===== src/rtl/fir_sample_serializer_if.sv =====
// Sample-in / serial-out bundle for fir_sample_serializer.
// The filter side drives valid_in/y_in and the serializer drives the
// 3-wire link (sclk, sdata, sframe) plus its status flags.
interface fir_sample_serializer_if #(
  parameter int DATA_W     = 16,
  parameter int FIFO_DEPTH = 4
);
  logic                              valid_in;
  logic signed [DATA_W-1:0]          y_in;
  logic                              sclk;
  logic                              sdata;
  logic                              sframe;
  logic                              busy;
  logic                              overflow;
  logic [$clog2(FIFO_DEPTH):0]       fifo_level;

  modport master (
    output valid_in, y_in,
    input  sclk, sdata, sframe, busy, overflow, fifo_level
  );

  modport slave (
    input  valid_in, y_in,
    output sclk, sdata, sframe, busy, overflow, fifo_level
  );
endinterface


===== src/rtl/fir_sample_serializer.sv =====
// Buffers the FIR filter's result stream in a small FIFO and sends each
// sample MSB-first over a framed 3-wire serial link. Words are separated by
// one idle bit period; samples arriving into a full FIFO are dropped and
// flagged with a one-cycle overflow pulse. All link outputs are registered.
module fir_sample_serializer #(
  parameter int DATA_W     = 16,
  parameter int FIFO_DEPTH = 4,
  parameter int CLK_DIV    = 4
) (
  input  logic                     clk,
  input  logic                     rst_n,
  fir_sample_serializer_if.slave   bus
);

  localparam int AW   = $clog2(FIFO_DEPTH);
  localparam int LW   = AW + 1;
  localparam int DIVW = $clog2(CLK_DIV);
  localparam int BW   = (DATA_W > 2) ? $clog2(DATA_W) : 1;

  localparam logic [AW-1:0]   PTR_ONE  = AW'(1);
  localparam logic [LW-1:0]   LVL_ONE  = LW'(1);
  localparam logic [LW-1:0]   LVL_FULL = LW'(FIFO_DEPTH);
  localparam logic [DIVW-1:0] DIV_ONE  = DIVW'(1);
  localparam logic [DIVW-1:0] DIV_LAST = DIVW'(CLK_DIV - 1);
  localparam logic [DIVW-1:0] DIV_HALF = DIVW'(CLK_DIV / 2);
  localparam logic [BW-1:0]   BIT_ONE  = BW'(1);
  localparam logic [BW-1:0]   BIT_LAST = BW'(DATA_W - 1);

  typedef enum logic [1:0] {
    IDLE  = 2'd0,
    SHIFT = 2'd1,
    GAP   = 2'd2
  } state_t;

  // FIFO storage and bookkeeping
  logic [DATA_W-1:0] mem_r [FIFO_DEPTH];
  logic [AW-1:0]     wr_ptr_r;
  logic [AW-1:0]     rd_ptr_r;
  logic [LW-1:0]     count_r;

  // Serializer state
  state_t            state_r;
  logic [DIVW-1:0]   div_r;
  logic [BW-1:0]     bit_cnt_r;
  logic [DATA_W-1:0] shreg_r;

  // Registered outputs
  logic              sclk_r;
  logic              sdata_r;
  logic              sframe_r;
  logic              busy_r;
  logic              overflow_r;

  // Handshake between FIFO and FSM
  logic              pop_s;
  logic              push_s;
  logic              full_s;
  logic [DATA_W-1:0] head_s;

  assign full_s = (count_r == LVL_FULL);
  assign head_s = mem_r[rd_ptr_r];

  // Pop decision: the FSM takes a word when idle or on the final gap cycle, if one is waiting
  always_comb begin
    pop_s = 1'b0;
    if (count_r != {LW{1'b0}}) begin
      if (state_r == IDLE) begin
        pop_s = 1'b1;
      end else if ((state_r == GAP) && (div_r == DIV_LAST)) begin
        pop_s = 1'b1;
      end else begin
        pop_s = 1'b0;
      end
    end else begin
      pop_s = 1'b0;
    end
  end

  // Push decision: accept when there is room, or when a pop frees a slot this cycle
  always_comb begin
    push_s = 1'b0;
    if (bus.valid_in && (!full_s || pop_s)) begin
      push_s = 1'b1;
    end else begin
      push_s = 1'b0;
    end
  end

  // FIFO: circular buffer with wrapping pointers, occupancy counter and drop flag
  always_ff @(posedge clk or negedge rst_n) begin
    if (!rst_n) begin
      for (int i = 0; i < FIFO_DEPTH; i++) begin
        mem_r[i] <= {DATA_W{1'b0}};
      end
      wr_ptr_r   <= {AW{1'b0}};
      rd_ptr_r   <= {AW{1'b0}};
      count_r    <= {LW{1'b0}};
      overflow_r <= 1'b0;
    end else begin
      if (push_s) begin
        mem_r[wr_ptr_r] <= bus.y_in;
        wr_ptr_r        <= wr_ptr_r + PTR_ONE;
      end
      if (pop_s) begin
        rd_ptr_r <= rd_ptr_r + PTR_ONE;
      end
      case ({push_s, pop_s})
        2'b10:   count_r <= count_r + LVL_ONE;
        2'b01:   count_r <= count_r - LVL_ONE;
        default: count_r <= count_r;
      endcase
      overflow_r <= bus.valid_in && !push_s;
    end
  end

  // Serial framing FSM: loads words, divides clk into bit periods and drives the link outputs
  always_ff @(posedge clk or negedge rst_n) begin
    if (!rst_n) begin
      state_r   <= IDLE;
      div_r     <= {DIVW{1'b0}};
      bit_cnt_r <= {BW{1'b0}};
      shreg_r   <= {DATA_W{1'b0}};
      sclk_r    <= 1'b0;
      sdata_r   <= 1'b0;
      sframe_r  <= 1'b0;
      busy_r    <= 1'b0;
    end else begin
      case (state_r)
        IDLE: begin
          div_r     <= {DIVW{1'b0}};
          bit_cnt_r <= {BW{1'b0}};
          sclk_r    <= 1'b0;
          if (pop_s) begin
            state_r  <= SHIFT;
            shreg_r  <= head_s;
            sframe_r <= 1'b1;
            sdata_r  <= head_s[DATA_W-1];
            busy_r   <= 1'b1;
          end else begin
            state_r  <= IDLE;
            sframe_r <= 1'b0;
            sdata_r  <= 1'b0;
            busy_r   <= push_s;
          end
        end

        SHIFT: begin
          busy_r <= 1'b1;
          if (div_r == DIV_LAST) begin
            // Bit period complete: advance to the next bit or close the frame
            div_r   <= {DIVW{1'b0}};
            shreg_r <= {shreg_r[DATA_W-2:0], 1'b0};
            sclk_r  <= 1'b0;
            if (bit_cnt_r == BIT_LAST) begin
              state_r   <= GAP;
              bit_cnt_r <= {BW{1'b0}};
              sframe_r  <= 1'b0;
              sdata_r   <= 1'b0;
            end else begin
              state_r   <= SHIFT;
              bit_cnt_r <= bit_cnt_r + BIT_ONE;
              sframe_r  <= 1'b1;
              sdata_r   <= shreg_r[DATA_W-2];
            end
          end else begin
            // sclk rises in the second half of the bit so the receiver samples mid-bit
            state_r  <= SHIFT;
            div_r    <= div_r + DIV_ONE;
            sclk_r   <= ((div_r + DIV_ONE) >= DIV_HALF);
            sframe_r <= 1'b1;
            sdata_r  <= shreg_r[DATA_W-1];
          end
        end

        GAP: begin
          sclk_r <= 1'b0;
          if (div_r == DIV_LAST) begin
            div_r     <= {DIVW{1'b0}};
            bit_cnt_r <= {BW{1'b0}};
            if (pop_s) begin
              // Back-to-back word: skip IDLE entirely
              state_r  <= SHIFT;
              shreg_r  <= head_s;
              sframe_r <= 1'b1;
              sdata_r  <= head_s[DATA_W-1];
              busy_r   <= 1'b1;
            end else begin
              state_r  <= IDLE;
              sframe_r <= 1'b0;
              sdata_r  <= 1'b0;
              busy_r   <= push_s;
            end
          end else begin
            state_r  <= GAP;
            div_r    <= div_r + DIV_ONE;
            sframe_r <= 1'b0;
            sdata_r  <= 1'b0;
            busy_r   <= 1'b1;
          end
        end

        default: begin
          state_r   <= IDLE;
          div_r     <= {DIVW{1'b0}};
          bit_cnt_r <= {BW{1'b0}};
          shreg_r   <= {DATA_W{1'b0}};
          sclk_r    <= 1'b0;
          sdata_r   <= 1'b0;
          sframe_r  <= 1'b0;
          busy_r    <= 1'b0;
        end
      endcase
    end
  end

  assign bus.sclk       = sclk_r;
  assign bus.sdata      = sdata_r;
  assign bus.sframe     = sframe_r;
  assign bus.busy       = busy_r;
  assign bus.overflow   = overflow_r;
  assign bus.fifo_level = count_r;

endmodule


===== src/flat_wrapper.sv =====
// flat-port wrapper written by rule: the top's interface ports become plain ports
module fir_sample_serializer_flat 
#(
  parameter int DATA_W     = 16,
  parameter int FIFO_DEPTH = 4,
  parameter int CLK_DIV    = 4
)
  (clk, rst_n, bus_valid_in, bus_y_in, bus_sclk, bus_sdata, bus_sframe, bus_busy, bus_overflow, bus_fifo_level);
  fir_sample_serializer_if #(.DATA_W(DATA_W), .FIFO_DEPTH(FIFO_DEPTH)) bus_i ();
  input  logic clk;
  input  logic rst_n;
  input wire logic [$bits(bus_i.valid_in)-1:0] bus_valid_in;
  input wire logic [$bits(bus_i.y_in)-1:0] bus_y_in;
  output wire logic [$bits(bus_i.sclk)-1:0] bus_sclk;
  output wire logic [$bits(bus_i.sdata)-1:0] bus_sdata;
  output wire logic [$bits(bus_i.sframe)-1:0] bus_sframe;
  output wire logic [$bits(bus_i.busy)-1:0] bus_busy;
  output wire logic [$bits(bus_i.overflow)-1:0] bus_overflow;
  output wire logic [$bits(bus_i.fifo_level)-1:0] bus_fifo_level;
  assign bus_i.valid_in = bus_valid_in;
  assign bus_i.y_in = bus_y_in;
  assign bus_sclk = bus_i.sclk;
  assign bus_sdata = bus_i.sdata;
  assign bus_sframe = bus_i.sframe;
  assign bus_busy = bus_i.busy;
  assign bus_overflow = bus_i.overflow;
  assign bus_fifo_level = bus_i.fifo_level;
  fir_sample_serializer #(.DATA_W(DATA_W), .FIFO_DEPTH(FIFO_DEPTH), .CLK_DIV(CLK_DIV)) u_core (.clk(clk), .rst_n(rst_n), .bus(bus_i));
endmodule

===== config.mk =====
export PLATFORM = sky130hd
export DESIGN_NAME = fir_sample_serializer_flat
export DESIGN_NICKNAME = d
export VERILOG_FILES = /design/src/rtl/fir_sample_serializer_if.sv /design/src/rtl/fir_sample_serializer.sv /design/src/flat_wrapper.sv
export SDC_FILE = /design/constraint.sdc
export NUM_CORES = 1
export LEC_CHECK = 0
export BUFFER_PORTS_ARGS = -buffer_cell sky130_fd_sc_hd__buf_2
export CORE_MARGIN = 2
export CORE_UTILIZATION = 55
export DETAILED_ROUTE_END_ITERATION = 7
export MAX_ROUTING_LAYER = met4
export PLACE_DENSITY = 0.75
export SLEW_MARGIN = 10
export SYNTH_ARGS = -nofsm -noshare
export SYNTH_HDL_FRONTEND = slang
export SYNTH_SLANG_ARGS = --single-unit

===== constraint.sdc =====
create_clock -name clk -period 5.43 [get_ports clk]
set_clock_uncertainty 0.05 [all_clocks]
set_input_delay 1.086 -clock clk [delete_from_list [all_inputs] [get_ports clk]]
set_output_delay 1.086 -clock clk [all_outputs]
set_load 0.05 [all_outputs]

==> impl_metrics.py <==
metrics = {
    "clocking": {
        "htreeDepth": 3,
        "cts_buffer_depth": 2,
        "tritoncts": "done",
        "cts_setup_buffers": 0,
        "clk_latency_ns": 0.37,
        "cts.clk_slew.worst_paths_ns": 0.09,
        "cts_root_buf": "clkbuf_8",
        "ctsHoldBuffers": 0,
        "cts.sinks": 99,
        "numCtsBuffers": 9,
        "cts-resized-gates": 0,
    },
    "pwr": {
        "worst_ir_drop_vdd_mv": 0.280,
        "p_seq_frac": 0.417,
        "p_leak_uw": 0.00247,
        "pwr-share-comb": 0.412,
        "clock_power_share": 0.171,
        "finalPower_uw": 3190,
        "power.internal_uw": 2070,
        "p_per_area_nw_per_um2": 623,
        "switching_share": 0.350,
        "p_sw_uw": 1120,
    },
    "placement": {
        "placed_area_um2": 4880,
        "dp_cells": 477,
        "io_buffers": 26,
        "place.gp.congestion": 0.777,
        "dp_hpwl_mm": 5.48,
    },
    "min_path": {
        "hold_class": "register to register",
        "hold_path_depth": 1,
        "min_from": "u_core.div_r[0]",
        "min_to": "u_core.div_r[0]",
    },
    "timing": {
        "fin_setup_tns_ns": 0,
        "fin_crit_sh": 0.507,
        "fin_crit_ns": 2.75,
        "hold_viol": 0,
        "tightest_slew_ns": 0.895,
        "maxSlewHeadroom": 0.403,
        "slew_violations": 0,
        "fmax_ghz": 0.363,
        "setup_viol_count_final": 0,
        "grt_setup_unrepaired": "no",
    },
    "logic_synthesis": {
        "synth_warnings": 0,
        "dominantRegCellSynth": "dfrtp_1",
        "synth_edf_count": 0,
        "synth_cells": 358,
        "synth_cell_types": 35,
        "synth_area_um2": 4690,
        "syn_area_per_cell_um2": 13.1,
        "syn-num-nets": 390,
        "yosysSeqAreaShare": 0.529,
        "yosys_register_bits": 99,
        "synthArstFlopShare": 1.00,
    },
    "setup_path": {
        "r2r_end": "u_core.shreg_r[1]",
        "reg2reg_depth": 6,
        "r2r_slack_ns": 2.68,
        "cp-end-kind": "register",
        "arrival_ns": 2.94,
        "r2r_start": "u_core.state_r[1]",
        "required_ns": 5.62,
        "path_class": "register to register",
        "start_kind": "register",
        "crit_fanout": 27,
    },
    "global_route": {
        "grt_start_max_net_pins": 58,
        "antenna_found_initial": 0,
        "grt_pass1_wl_mm": 14.3,
        "grt_pass1_vias": 2799,
        "grt_use_total": 0.214,
        "grt-ovfl-total": 0,
    },
    "floorplan": {
        "placementRows": 33,
        "die_h_um": 96.3,
        "die_area_um2": 9270,
        "ios": 27,
        "start_util": 0.567,
        "die_w_um": 96.3,
        "core_area_um2": 8260,
    },
    "final_layout": {
        "nNetsFinal": 415,
        "stdcell_count": 492,
        "layout-drive-gt1-share": 0.307,
        "area_growth_pct": 9.16,
        "mostFrequentLayoutCells": "99 x dfrtp_1, 40 x mux2_4, 28 x mux2i_1, 25 x buf_2",
        "design_area_um2": 5110,
        "diodes": 0,
        "final_common_cell": "dfrtp_1",
    },
    "run_status": {
        "status": "completed",
    },
    "detailed_routing": {
        "drtIter0Drc": 176,
        "drcViolationCount": 0,
        "drt-total-wl_mm": 8.49,
        "firstDrtPassIters": 4,
        "avgViaCountPerCell": 5.62,
        "ant_nets": 0,
        "routedWlPerCell_um": 17.2,
        "vias": 2765,
    },
    "run": {
        "maxCapViolCount": 0,
    },
}
-- registers in the layout (all words and copies together) (netlist names) --
name                   cells
u_core.bus.fifo_level      3
u_core.wr_ptr_r            2
u_core.state_r             1
u_core.div_r               2
u_core.bus.busy            1
u_core.bus.sframe          1
u_core.bus.overflow        1
u_core.bus.sclk            1
u_core.rd_ptr_r            2
u_core.bit_cnt_r           4
u_core.shreg_r            16
u_core.bus.sdata           1
u_core.mem_r              64
-- per-stage QoR --
stage	util	worst slack, ns	hold WS [ns]
after floorplan	-	2.69	0.364
after global placement	0.592	2.75	0.375
after detailed placement	0.592	2.69	0.388
after CTS	0.619	2.70	0.407
after global routing	0.619	2.44	0.422
final	0.619	2.68	0.409
-- worst max path at each step --
stage	startpoint	endpoint	slack (ns)	cells past startpoint
floorplan	u_core.bus.sframe	u_core.bus.fifo_level[2]	2.69	11
global placement	bus_valid_in	u_core.bus.fifo_level[2]	2.75	10
detailed placement	u_core.state_r[1]	u_core.shreg_r[5]	2.69	6
CTS	u_core.state_r[1]	u_core.shreg_r[1]	2.70	6
global route	u_core.state_r[1]	u_core.shreg_r[1]	2.44	6
finish	u_core.state_r[1]	u_core.shreg_r[1]	2.68	6
-- metal layers --
layer | share of wire | track usage | vias to the layer above
met5 | 0 | - | -
met1 | 0.46 | 0.285 | 1403
met3 | 0.030 | 0.0423 | 8
li1 | - | - | 1315
met4 | 0.011 | 0.0775 | 0
met2 | 0.50 | 0.330 | 39
-- power groups by stage --
stage | registers [µW] | clock network (µW) | logic (µW)
floorplan | 1340 | 0 | 1050
global placement | 1320 | 0 | 1280
detailed placement | 1340 | 0 | 1320
CTS | 1330 | 562 | 1320
global route | 1370 | 587 | 1440
finish | 1330 | 546 | 1310
-- synth_stat cells (3+ instances only) --
library cell	instances	area [µm²]
a21oi_1	18	90.1
buf_2	3	15.0
buf_6	4	45.0
clkbuf_1	8	30.0
dfrtp_1	99	2480
ha_1	12	150
inv_1	11	41.3
mux2_2	24	270
mux2_4	40	601
mux2i_1	28	280
nand2_1	24	90.1
nand2_4	4	45.0
nand3_1	5	25.0
nor2_1	12	45.0
o21ai_0	23	115
o22ai_1	15	93.8
xnor2_1	4	35.0
-- final cells by class --
cell class	instances	area, µm²
inverters	11	41.3
clock buffers	10	128
fillers	647	3140
well taps	105	131
repair buffers	30	163
clock inverters	5	103
flip-flops and latches	99	2480
multi-input cells	232	2070
-- critical path, cell delays in order, from the launching register on --
cell	delay, ns
dfrtp_1	0.41
inv_1	0.09
ha_1	0.74
nor2_1	0.18
o2bb2ai_2	0.62
or2_2	0.38
o21ai_0	0.14
-- logic make-up (layout without fill, tap and decap cells) --
logic type | count (synthesis) | in the layout | share of synthesized area
AO/OA/AOI/OAI | 64 | 64 | 0.0814
XOR/XNOR | 6 | 6 | 0.0112
adder cells (fa/ha/maj) | 13 | 13 | 0.0363
buffers and inverters | 27 | 56 | 0.0291
flip-flops | 99 | 99 | 0.529
multiplexers | 94 | 94 | 0.255
AND/OR/NAND/NOR | 55 | 55 | 0.0579
Note: power is estimated with default switching activity, not from simulation.
